<file path="config.mk">
export PLATFORM = sky130hd
export DESIGN_NAME = color_scan_ctrl
export DESIGN_NICKNAME = d
export VERILOG_FILES = /design/src/rtl/color_scan_ctrl.sv
export SDC_FILE = /design/constraint.sdc
export NUM_CORES = 1
export LEC_CHECK = 0
export ABC_AREA = 1
export BUFFER_PORTS_ARGS = -buffer_cell sky130_fd_sc_hd__buf_4
export CORE_ASPECT_RATIO = 1.2
export CORE_MARGIN = 4
export CORE_UTILIZATION = 55
export CTS_BUF_LIST = sky130_fd_sc_hd__clkbuf_4 sky130_fd_sc_hd__clkbuf_8 sky130_fd_sc_hd__clkbuf_16
export CTS_CLUSTER_DIAMETER = 150
export DETAILED_ROUTE_END_ITERATION = 16
export PLACE_DENSITY = 0.75
export SYNTH_ARGS = -nofsm -noshare
export SYNTH_HDL_FRONTEND = slang
export SYNTH_SLANG_ARGS = --single-unit
</file>
<file path="constraint.sdc">
create_clock -name clk -period 3.3 [get_ports clk]
set_input_delay 0.165 -clock clk [delete_from_list [all_inputs] [get_ports clk]]
set_output_delay 0.165 -clock clk [all_outputs]
set_load 0.005 [all_outputs]
</file>
<file path="src/rtl/color_scan_ctrl.sv">
// color_scan_ctrl: steps the TCS3200 filters red/green/blue/clear, counts sensor edges per gate window.
// Define COLOR_CLASSIFY_EN to add the registered dominant-colour output.
module color_scan_ctrl #(
  parameter int GATE_CYCLES = 100000,
  parameter int SETTLE_CYCLES = 1000,
  parameter int CNT_W = 16
) (
  input  logic             clk,
  input  logic             rst,
  input  logic             start,
  input  logic             continuous,
  input  logic             sensor_freq,
  output logic [1:0]       filter_sel,
  output logic             busy,
  output logic             valid,
  output logic [CNT_W-1:0] red_cnt,
  output logic [CNT_W-1:0] green_cnt,
  output logic [CNT_W-1:0] blue_cnt,
  output logic [CNT_W-1:0] clear_cnt
`ifdef COLOR_CLASSIFY_EN
  ,
  output logic [1:0]       dominant
`endif
);
  localparam int TW = $clog2((GATE_CYCLES > SETTLE_CYCLES ? GATE_CYCLES : SETTLE_CYCLES) + 1);
  localparam logic [TW-1:0] LAST_SETTLE = TW'(SETTLE_CYCLES - 1);
  localparam logic [TW-1:0] LAST_GATE = TW'(GATE_CYCLES - 1);
  typedef enum logic [1:0] {IDLE, SETTLE, GATE, DONE} state_t;
  state_t r_state, w_next;
  logic [1:0] r_idx;
  logic [TW-1:0] r_timer;
  logic [CNT_W-1:0] r_cnt, w_cnt_inc;
  logic [CNT_W-1:0] r_shadow [4];
  logic r_meta, r_sync_q, r_sync_qq;
  logic w_edge, w_last_settle, w_last_gate;
  assign w_edge = r_sync_q & ~r_sync_qq;
  assign w_last_settle = r_timer == LAST_SETTLE;
  assign w_last_gate = r_timer == LAST_GATE;
  assign busy = r_state != IDLE;
  assign valid = r_state == DONE;
  // index 0..3 = red, green, blue, clear -> {S2,S3} = 00, 11, 01, 10
  assign filter_sel = (r_state == IDLE) ? 2'b10 : {r_idx[0], ^r_idx};
  always_comb begin
    w_next = (r_state == IDLE)   ? (start ? SETTLE : IDLE)
           : (r_state == SETTLE) ? (w_last_settle ? GATE : SETTLE)
           : (r_state == GATE)   ? (!w_last_gate ? GATE : (r_idx == 2'd3) ? DONE : SETTLE)
           : (continuous ? SETTLE : IDLE);
    w_cnt_inc = (w_edge && r_cnt != '1) ? r_cnt + 1'b1 : r_cnt;
  end
`ifdef COLOR_CLASSIFY_EN
  logic [1:0] w_dom;
  always_comb begin
    w_dom = (r_shadow[0] == '0 && r_shadow[1] == '0 && r_shadow[2] == '0) ? 2'b11
          : (r_shadow[0] >= r_shadow[1] && r_shadow[0] >= r_shadow[2]) ? 2'b00
          : (r_shadow[1] >= r_shadow[2]) ? 2'b01 : 2'b10;
  end
`endif
  always_ff @(posedge clk) begin
    if (rst) begin
      r_state <= IDLE;
      r_idx <= '0;
      r_timer <= '0;
      r_cnt <= '0;
      {r_sync_qq, r_sync_q, r_meta} <= '0;
      r_shadow <= '{default: '0};
      red_cnt <= '0;
      green_cnt <= '0;
      blue_cnt <= '0;
      clear_cnt <= '0;
`ifdef COLOR_CLASSIFY_EN
      dominant <= 2'b11;
`endif
    end else begin
      {r_sync_qq, r_sync_q, r_meta} <= {r_sync_q, r_meta, sensor_freq};
      r_state <= w_next;
      r_timer <= (w_next != r_state) ? '0 : r_timer + 1'b1;
      r_cnt <= (r_state == GATE && !w_last_gate) ? w_cnt_inc : '0;
      if (r_state == GATE && w_last_gate) begin
        r_shadow[r_idx] <= w_cnt_inc;
        if (r_idx != 2'd3) r_idx <= r_idx + 1'b1;
      end
      if (w_next == SETTLE && (r_state == IDLE || r_state == DONE)) r_idx <= '0;
      if (r_state == DONE) begin
        red_cnt <= r_shadow[0];
        green_cnt <= r_shadow[1];
        blue_cnt <= r_shadow[2];
        clear_cnt <= r_shadow[3];
`ifdef COLOR_CLASSIFY_EN
        dominant <= w_dom;
`endif
      end
    end
  end
endmodule

</file>
==> qor.csv, run 1 <==
stage;metric;value;unit
outcome;outcome;finished, final reports clean;
drt;DR WL met3;634;um
hold_path;hold crit path type;in -> reg;
floorplan;Site Rows;43;
clock_tree;Clk Tree Root Cell;clkbuf_16;
power_and_ir_drop;LEAKAGE;3.51;nW
drt;DR pass1 iterations;5;
critical_path;CP Max Fanout;13;
drt;DR iter-0 viols;334;
critical_path;CP max stage delay;610;ps
logic_synthesis;Unique masters post-synth;33;
critical_path;worst reg2reg path startpoint;r_cnt[0]$_SDFF_PP0_;
placement;DP HPWL;11300;um
drt;post-route ant nets;0;
hold_path;Hold Path Sink;r_state[0]$_SDFF_PP0_;
global_route;grt ovf;0;
floorplan;Die Area;14100;um^2
finish;diode count;0;
critical_path;Critical Path RT;3580;ps
drt;vias per inst;5.26;
drt;Vias;5545;
drt;DRC;0;
logic_synthesis;top post-synthesis cells by area;dfxtp_1 (50%), nor2_1 (11%), o21ai_0 (8.9%);
critical_path;Critical Path Start;r_cnt[0]$_SDFF_PP0_;
timing;fmax;426;MHz
critical_path;R2R cell count;8;
drt;met1 wire length;7220;um
floorplan;Die X-Extent;109;um
logic_synthesis;Seq/Total Area, Yosys;50.0;%
timing;RSZ-0062 raised after global routing;no;
critical_path;crit path DAT;2620;ps
clock_tree;htree depth;4;
global_route;vias in the first global route;5363;
critical_path;Buffers & Inverters on Critical Path;0;
critical_path;CP Launch Type;flip-flop;
logic_synthesis;top cell type's share of synthesized area;50.0;%
finish;share of post-route cells with drive strength above 1;18.5;%
timing;Hold Vio Cnt, Final;0;
hold_path;Hold Path Cell Cnt;2;
drt;drt total wl;16800;um
drt;DR WL/cell;15.9;um
timing;normalized max-slew margin;48.0;%
critical_path;R2R Path End;r_shadow[5]$_SDFFE_PP0P_;
hold_path;Hold Crit Start;rst;
timing;# setup viols final;0;
critical_path;Crit path max-delay family;simple AND/OR/NAND/NOR gates;
timing;Final Critical Period;2350;ps
critical_path;CP cell instances;ha_1 > nand3_1 > nor3_4 > nand3_2 > nand2_2 > nor2_1 > xnor2_1 > a21oi_1;
logic_synthesis;syn avg cell area;8.09;um^2
logic_synthesis;Post-Synthesis Cells;831;
logic_synthesis;syn nets;846;
finish;post-layout instance count excluding filler cells;1054;
finish;Area Overhead vs Synth;18.0;%
clock_tree;Clock Tree Buf Depth;2;
global_route;largest net degree at the start of global routing;74;
placement;I/O Buffers;72;
critical_path;R2R Setup Slk;950;ps
logic_synthesis;post-synthesis register bit count;168;
global_route;total track usage;25.1;%
finish;commonest non-fill, non-tap cell in the layout;nor2_1;
finish;most frequent cells in the layout;nor2_1 (201), dfxtp_1 (168), o21ai_0 (120);
logic_synthesis;Netlist Area Pre-Place;6720;um^2
timing;Final Max Slew Viols;0;
clock_tree;Clock Sinks;168;
timing;hold slack;90.3;ps
floorplan;Initial Utilization;57.0;%
timing;Least-Margin Pin Slew;778;ps
floorplan;Top-Level Pins;73;
timing;PnR worst setup slack;954;ps
timing;Final Cycle Share;71.1;%
placement;Cells after DPL;1021;
logic_synthesis;Yosys top cell by area;dfxtp_1;
clock_tree;worst skew pair latency;430;ps
critical_path;slowest cell on the critical path;xnor2_1;
clock_tree;CTS tree;yes;
clock_tree;TritonCTS Buffers;17;
flow_run;max_cap viols;0;
critical_path;Setup crit end kind;flip-flop;
power_and_ir_drop;maximum vdd drop;324;uV
placement;pre-CTS setup slack;963;ps
drt;top sig layer;met4;
clock_tree;Clock Pin Slew Worst Setup and Hold Paths;60;ps
finish;fin nets;899;
global_route;initial antenna violation count;0;
drt;met2 WL;8460;um
power_and_ir_drop;PD cells;545;nW/um^2
floorplan;height of the die;129;um
critical_path;crit path kind;reg -> reg;
floorplan;Core ar.;11800;um^2
timing;setup_tns;0;ps
logic_synthesis;number of synthesis warnings;0;
timing;clk_skew;12.9;ps
placement;gpl congestion;0.934;
global_route;global-route wire length before repair;27400;um
## where the power goes
group	switching, W	internal [W]
combinational	0.000107	0.0000556
sequential	0.0000117	0.00205
clock	0.000791	0.00131
## worst register-to-register path, delay by kind of cell, from the launching register on
family	cells	cell delay, ps
adder cells (fa/ha/maj)	1	220
XOR/XNOR	1	610
AND/OR/NAND/NOR	5	820
flip-flops	1	400
AO/OA/AOI/OAI	1	140
## cells in the mapped netlist (all sizes together)
master	number
a31oi	8
inv	57
nor3	23
clkbuf	27
nand3b	1
or2	1
o21ai	120
nand2	71
xor2	23
nand3	30
nand4	8
ha	10
xnor2	7
nor2	209
dfxtp	168
buf	18
a21oi	50
## flip-flops by register name (all words and copies together) (netlist names)
signal,cells
r_sync_qq,1
r_shadow,64
r_meta,1
r_state,2
red_cnt,16
r_timer,17
r_cnt,16
blue_cnt,16
r_idx,2
clear_cnt,16
green_cnt,16
r_sync_q,1
## how the worst max path moves through the flow
| stage | end | cells after the start |
|---|---|---|
| global route | r_shadow[5]$_SDFFE_PP0P_ | 8 |
| finish | r_shadow[5]$_SDFFE_PP0P_ | 8 |
| detailed placement | r_shadow[5]$_SDFFE_PP0P_ | 8 |
| global placement | r_shadow[5]$_SDFFE_PP0P_ | 8 |
| CTS | r_shadow[5]$_SDFFE_PP0P_ | 8 |
| floorplan | r_shadow[20]$_SDFFE_PP0P_ | 10 |
## cells by family after synthesis
kind of cell	after synthesis	synth area share (%)
compound gates	178	13.8
xor+xnor	30	4.24
fa+ha+maj	10	1.86
buf+inv	102	6.63
flops	168	50.0
simple gates	343	23.4
## layer usage
layer / vias to the layer above / GRT usage [%]
met1: 2603 / 31.0
met5: - / 0
li1: 2789 / -
met3: 27 / 5.38
met2: 126 / 43.0
met4: 0 / 9.58
## what timing repair did
item / 4_1_cts / 5_1_grt
hold endpoints to repair: 1 / 0
buffers inserted: 0 / 0
hold buffers: 1 / 0
resized for setup: 0 / 0
## cell type report
cell class / count / area [um^2]
clock inverters: 12 / 174
multi-input cells: 561 / 2920
fillers: 986 / 3850
clock buffers: 20 / 460
inverters: 57 / 214
well taps: 157 / 196
repair buffers: 79 / 608
flip-flops and latches: 168 / 3360
## metrics by stage
stage | power (W) | cell area [um^2] | util [%]
after floorplan | 0.00221 | 6720 | -
after global placement | 0.00226 | 7290 | 61.8
after detailed placement | 0.00227 | 7290 | 61.8
after CTS | 0.00436 | 7930 | 67.3
after global routing | 0.00447 | 7930 | 67.3
final | 0.00432 | 7930 | 67.3
Power figures use the tool's default switching activity.
==> run 2: changes to the inputs <==
- clock period: 3.3 -> 2.4 ns (I/O delays scaled with it)
==> run 2 against run 1 <==
  * First-iteration DRC count up 30%
  * Combinational power up 40%
  * Fmax is 4.6% higher
  * Design area up 0.44%
  * Utilization increased by 0.30 points
  * Critical path type unchanged
  * Largest cell class unchanged
==> qor.csv, run 2 (synthesized netlist as in run 1, its figures left out) <==
stage;metric;value;unit;change
clock_tree;Clock Pin Slew Worst Setup and Hold Paths;70;ps;about the same
critical_path;crit path kind;reg -> reg;;
timing;Hold Vio Cnt, Final;0;;unchanged
clock_tree;Clock Tree Buf Depth;2;;unchanged
timing;Final Max Slew Viols;0;;unchanged
critical_path;CP Max Fanout;13;;unchanged
timing;fmax;446;MHz;+4.6%
clock_tree;htree depth;4;;unchanged
critical_path;CP max stage delay;410;ps;-200 ps
timing;Least-Margin Pin Slew;703;ps;-75.5 ps
critical_path;slowest cell on the critical path;dfxtp_1;;
finish;final core utilization;67.6;%;+0.30 points
finish;diode count;0;;unchanged
placement;gpl congestion;0.893;;-4.4%
timing;setup_tns;0;ps;unchanged
clock_tree;TritonCTS Buffers;17;;unchanged
timing;RSZ-0062 raised after global routing;no;;
timing;Final Cycle Share;93.4;%;+22 points
clock_tree;worst skew pair latency;420;ps;about the same
hold_path;hold crit path type;in -> reg;;
finish;Largest register FFs;64;;unchanged
clock_tree;Clk Tree Root Cell;clkbuf_16;;
global_route;vias in the first global route;5615;;+4.7%
finish;fin nets;907;;+0.89%
drt;DRC;0;;unchanged
timing;# setup viols final;0;;unchanged
timing;Final Critical Period;2240;ps;-104 ps
critical_path;Critical Path RT;2690;ps;-890 ps
global_route;met1 Resource Use GR;32.2;%;+1.3 points
finish;biggest regs;r_shadow (64), r_timer (17);;
floorplan;Core ar.;11800;um^2;unchanged
drt;DR iter-0 viols;435;;+30%
global_route;global-route wire length before repair;28900;um;+5.7%
power_and_ir_drop;PD cells;731;nW/um^2;+34%
drt;drt total wl;17800;um;+6.3%
finish;most frequent cells in the layout;nor2_1 (201), dfxtp_1 (168), o21ai_0 (120);;
timing;normalized max-slew margin;53.1;%;+5.0 points
critical_path;crit path DAT;2530;ps;-90 ps
clock_tree;CTS tree;yes;;
global_route;met2 GRT Util;46.2;%;+3.3 points
drt;vias per inst;5.34;;+1.6%
flow_run;max_cap viols;0;;unchanged
floorplan;Die Area;14100;um^2;unchanged
clock_tree;Clock Sinks;168;;unchanged
timing;clk_skew;11.3;ps;-1.58 ps
floorplan;Site Rows;43;;unchanged
placement;I/O Buffers;72;;unchanged
critical_path;CP Launch Type;flip-flop;;
clock_tree;post-CTS setup buffer count;0;;unchanged
global_route;initial antenna violation count;0;;unchanged
power_and_ir_drop;maximum vdd drop;472;uV;+45%
drt;Vias;5676;;+2.4%
global_route;grt ovf;0;;unchanged
finish;Largest Register;r_shadow;;
power_and_ir_drop;LEAKAGE;3.53;nW;+0.50%
finish;Area Overhead vs Synth;18.5;%;
floorplan;Die X-Extent;109;um;unchanged
drt;post-route ant nets;0;;unchanged
critical_path;Setup crit end kind;flip-flop;;
floorplan;height of the die;129;um;unchanged
placement;DP HPWL;12000;um;+5.8%
global_route;largest net degree at the start of global routing;66;;-11%
global_route;met3 Usage GRT;4.58;%;-0.80 points
finish;fillers;1001;;+1.5%
timing;hold slack;38.8;ps;-51.5 ps
placement;Cells after DPL;1029;;+0.78%
finish;post-layout instance count excluding filler cells;1062;;+0.76%
critical_path;CP cell instances;ha_1 > nand3_1 > nor3_4 > nand3_2 > nand2_2 > inv_2 > nand3_1 > xor2_1 > a21oi_1;;
finish;commonest non-fill, non-tap cell in the layout;nor2_1;;
drt;DR pass1 iterations;5;;unchanged
global_route;layer with the highest usage;met2;;
floorplan;Initial Utilization;57.0;%;unchanged
finish;share of post-route cells with drive strength above 1;19.2;%;+0.72 points
drt;DR WL/cell;16.8;um;+5.5%
critical_path;Critical Path Most Common Cell;nand3_1;;
outcome;outcome;finished, final reports clean;;
global_route;total track usage;26.6;%;+1.5 points
floorplan;Top-Level Pins;73;;unchanged
==> run 2: cell count changes in the layout (fill, tap and decap cells not counted), sizes merged <==
cell and change:
inv +4, buf +8, clkbuf -3, clkinvlp +2, bufinv -2, clkinv -1
==> run 2: repair_timing <==
action / in CTS / in global routing
gates resized for setup: 0 / 0
hold buffers: 1 / 0
endpoints found under the hold margin: 1 / 0
==> run 2: layout make-up <==
cell class              instances  area (um^2)  area share (%)
repair buffers                 87          681            8.54
clock inverters                15          171            2.15
inverters                      57          214            2.69
clock buffers                  17          425            5.34
multi-input cells             561         2920            36.6
flip-flops and latches        168         3360            42.2
well taps                     157          196            2.47
==> run 2: layer usage <==
metal  share of wire, %  up-vias
met5                  0        -
met4                2.8        0
met3                4.3       33
met2                 52      139
met1                 41     2698
li1                   -     2806
==> run 2: stage by stage <==
step / cell area [um^2] / power, W / setup slack (ps)
floorplan: 6720 / 0.00305 / 688
global placement: 7360 / 0.00311 / 272
detailed placement: 7360 / 0.00312 / 181
CTS: 7970 / 0.00584 / 154
global route: 7970 / 0.00600 / 7.73
finish: 7970 / 0.00582 / 158
==> run 2: critical path, delay by kind of cell, from the launching register on <==
kind | cells | cell delay, ps
flip-flops | 1 | 410
AND/OR/NAND/NOR | 5 | 840
AO/OA/AOI/OAI | 1 | 120
adder cells (fa/ha/maj) | 1 | 240
XOR/XNOR | 1 | 330
buffers and inverters | 1 | 180
==> run 2: power breakdown <==
group | internal (W) | leakage (nW) | switching [W]
clock | 0.00156 | 0.286 | 0.00121
combinational | 0.0000776 | 1.89 | 0.000152
sequential | 0.00281 | 1.35 | 0.0000160
==> run 2: final timing paths <==
| check | start | end | slack [ps] | cells past startpoint |
|---|---|---|---|---|
| worst max-delay path | r_cnt[0]$_SDFF_PP0_ | r_shadow[9]$_SDFFE_PP0P_ | 160 | 9 |
| worst min-delay path | rst | r_state[1]$_SDFF_PP0_ | 40 | 2 |
| worst max register to register | r_cnt[0]$_SDFF_PP0_ | r_shadow[9]$_SDFFE_PP0P_ | 160 | 9 |
| worst min register to register | r_meta$_SDFF_PP0_ | r_sync_q$_SDFF_PP0_ | 410 | 2 |
==> run 3: changes to the inputs <==
- CORE_ASPECT_RATIO: 1.2 -> not set
==> run 3 against run 2 <==
  * Sequential share of layout area shrank 0.59 points
  * Sequential power is essentially flat
  * Register-to-register slack gained 80 ps
  * Combinational power shrank 3%
  * Flip-flop and latch count is the same
==> qor.csv, run 3 (synthesized netlist as in run 1, its figures left out) <==
stage;metric;value;unit;change
outcome;outcome;finished, final reports clean;;
timing;PnR worst setup slack;238;ps;+80.1 ps
drt;DR pass1 iterations;5;;unchanged
drt;DR WL/cell;15.3;um;-8.8%
finish;share of post-route cells with drive strength above 1;19.4;%;+0.20 points
clock_tree;TritonCTS Buffers;17;;unchanged
floorplan;height of the die;119;um;-8.2%
finish;fillers;1035;;+3.4%
flow_run;max_cap viols;0;;unchanged
timing;Least-Margin Pin Slew;610;ps;-92.8 ps
global_route;met3 Usage GRT;4.55;%;-0.039 points
timing;hold slack;33.8;ps;-5.04 ps
timing;setup_tns;0;ps;unchanged
clock_tree;CTS tree;yes;;
clock_tree;htree depth;4;;unchanged
clock_tree;Clock Pin Slew Worst Setup and Hold Paths;70;ps;about the same
timing;RSZ-0062 raised after global routing;no;;
critical_path;CP Max Fanout;13;;unchanged
clock_tree;post-CTS setup buffer count;0;;unchanged
hold_path;hold crit path type;in -> reg;;
drt;vias per inst;5.35;;+0.14%
timing;# setup viols final;0;;unchanged
critical_path;Setup crit end kind;flip-flop;;
timing;Hold Vio Cnt, Final;0;;unchanged
placement;Cells after DPL;1020;;-0.87%
timing;Final Max Slew Viols;0;;unchanged
finish;diode count;0;;unchanged
placement;I/O Buffers;72;;unchanged
drt;DR iter-0 viols;387;;-11%
clock_tree;Clock Sinks;168;;unchanged
global_route;met1 Resource Use GR;31.3;%;-0.98 points
global_route;met2 GRT Util;37.9;%;-8.3 points
global_route;layer with the highest usage;met2;;
power_and_ir_drop;Power Total;0.00623;W;+6.9%
timing;Final Cycle Share;90.1;%;-3.3 points
power_and_ir_drop;maximum vdd drop;511;uV;+8.3%
placement;DP HPWL;11000;um;-8.4%
placement;pre-CTS setup slack;231;ps;+50.2 ps
finish;biggest regs;r_shadow (64), r_timer (17);;
drt;drt total wl;16100;um;-9.6%
finish;Area Overhead vs Synth;20.2;%;
global_route;global-route wire length before repair;27000;um;-6.5%
drt;Vias;5636;;-0.70%
clock_tree;Clock Tree Buf Depth;2;;unchanged
critical_path;crit path kind;reg -> reg;;
finish;post-layout instance count excluding filler cells;1053;;-0.85%
critical_path;Critical Path RT;2700;ps;about the same
finish;Largest Register;r_shadow;;
floorplan;Core ar.;12000;um^2;+1.9%
timing;clk_skew;6.25;ps;-5.06 ps
finish;most frequent cells in the layout;nor2_1 (201), dfxtp_1 (168), o21ai_0 (120);;
floorplan;Site Rows;40;;-7.0%
global_route;initial antenna violation count;0;;unchanged
floorplan;Die Area;14100;um^2;about the same
finish;Largest register FFs;64;;unchanged
drt;post-route ant nets;0;;unchanged
clock_tree;worst skew pair latency;430;ps;about the same
timing;fmax;462;MHz;+3.7%
clock_tree;Clk Tree Root Cell;clkbuf_16;;
timing;normalized max-slew margin;59.3;%;+6.3 points
floorplan;Initial Utilization;56.0;%;-1.1 points
critical_path;CP Launch Type;flip-flop;;
finish;commonest non-fill, non-tap cell in the layout;nor2_1;;
global_route;vias in the first global route;5452;;-2.9%
global_route;total track usage;23.8;%;-2.8 points
floorplan;Die X-Extent;119;um;+8.8%
global_route;grt ovf;0;;unchanged
power_and_ir_drop;LEAKAGE;3.59;nW;+1.8%
timing;Final Critical Period;2160;ps;-80.1 ps
placement;gpl congestion;0.913;;+2.2%
power_and_ir_drop;PD cells;771;nW/um^2;+5.4%
critical_path;crit path DAT;2470;ps;-60 ps
global_route;largest net degree at the start of global routing;78;;+18%
finish;fin nets;908;;+0.11%
floorplan;Top-Level Pins;73;;unchanged
drt;DRC;0;;unchanged
## run 3: changes by cell type in the layout (fill, tap and decap cells not counted), moves of 3 or more
| cell | before | now |
|---|---|---|
| inv_6 | 2 | 5 |
| bufinv_16 | 2 | 6 |
| clkinvlp_4 | 3 | 0 |
| clkinv_2 | 3 | 0 |
## run 3: power by group
part	total, W	switching, W	internal (W)
Clock	0.00317	0.00116	0.00201
Combinational	0.000221	0.000145	0.0000764
Sequential	0.00283	0.0000156	0.00281
Total	0.00623	0.00132	0.00490
## run 3: layer usage
| metal | vias to the layer above | routed length [um] |
|---|---|---|
| met5 | - | 0 |
| met4 | 0 | 414 |
| met3 | 33 | 782 |
| met2 | 159 | 7530 |
| met1 | 2631 | 7380 |
| li1 | 2813 | - |
## run 3: worst paths after layout
path | start | endpoint | cells past startpoint | slack, ps
max | r_cnt[0]$_SDFF_PP0_ | r_shadow[11]$_SDFFE_PP0P_ | 9 | 240
min | rst | r_state[1]$_SDFF_PP0_ | 2 | 30
max reg2reg | r_cnt[0]$_SDFF_PP0_ | r_shadow[11]$_SDFFE_PP0P_ | 9 | 240
min reg2reg | r_meta$_SDFF_PP0_ | r_sync_q$_SDFF_PP0_ | 2 | 410
## run 3: final cells by class
| class | count | area [um^2] | area share (%) |
|---|---|---|---|
| timing repair buffer | 88 | 701 | 8.67 |
| clock inverter | 14 | 255 | 3.16 |
| clock buffer | 18 | 439 | 5.44 |
| multi-input combinational | 561 | 2920 | 36.2 |
| inverter | 57 | 214 | 2.65 |
| sequential | 168 | 3360 | 41.6 |
| tap | 147 | 184 | 2.28 |
## run 3: critical path, cell delays in order (launching register included)
cell     delay [ps]
dfxtp_1         400
ha_1            230
nand3_1         170
nor3_4          230
nand3_2         100
nand2_2         240
nor2_1          100
xnor2_1         300
buf_4           210
a21oi_1          60
## run 3: what timing repair did
| action | CTS | global route |
|---|---|---|
| endpoints found under the setup margin | 0 | 1 |
| endpoints found under the hold margin | 1 | 0 |
| gates resized for setup | 0 | 1 |
| hold buffers | 1 | 0 |
## run 3: per-stage QoR
step	utilization [%]	area [um^2]
floorplan	-	6720
global placement	61.3	7370
detailed placement	61.3	7370
CTS	67.2	8070
global route	67.3	8080
finish	67.3	8080
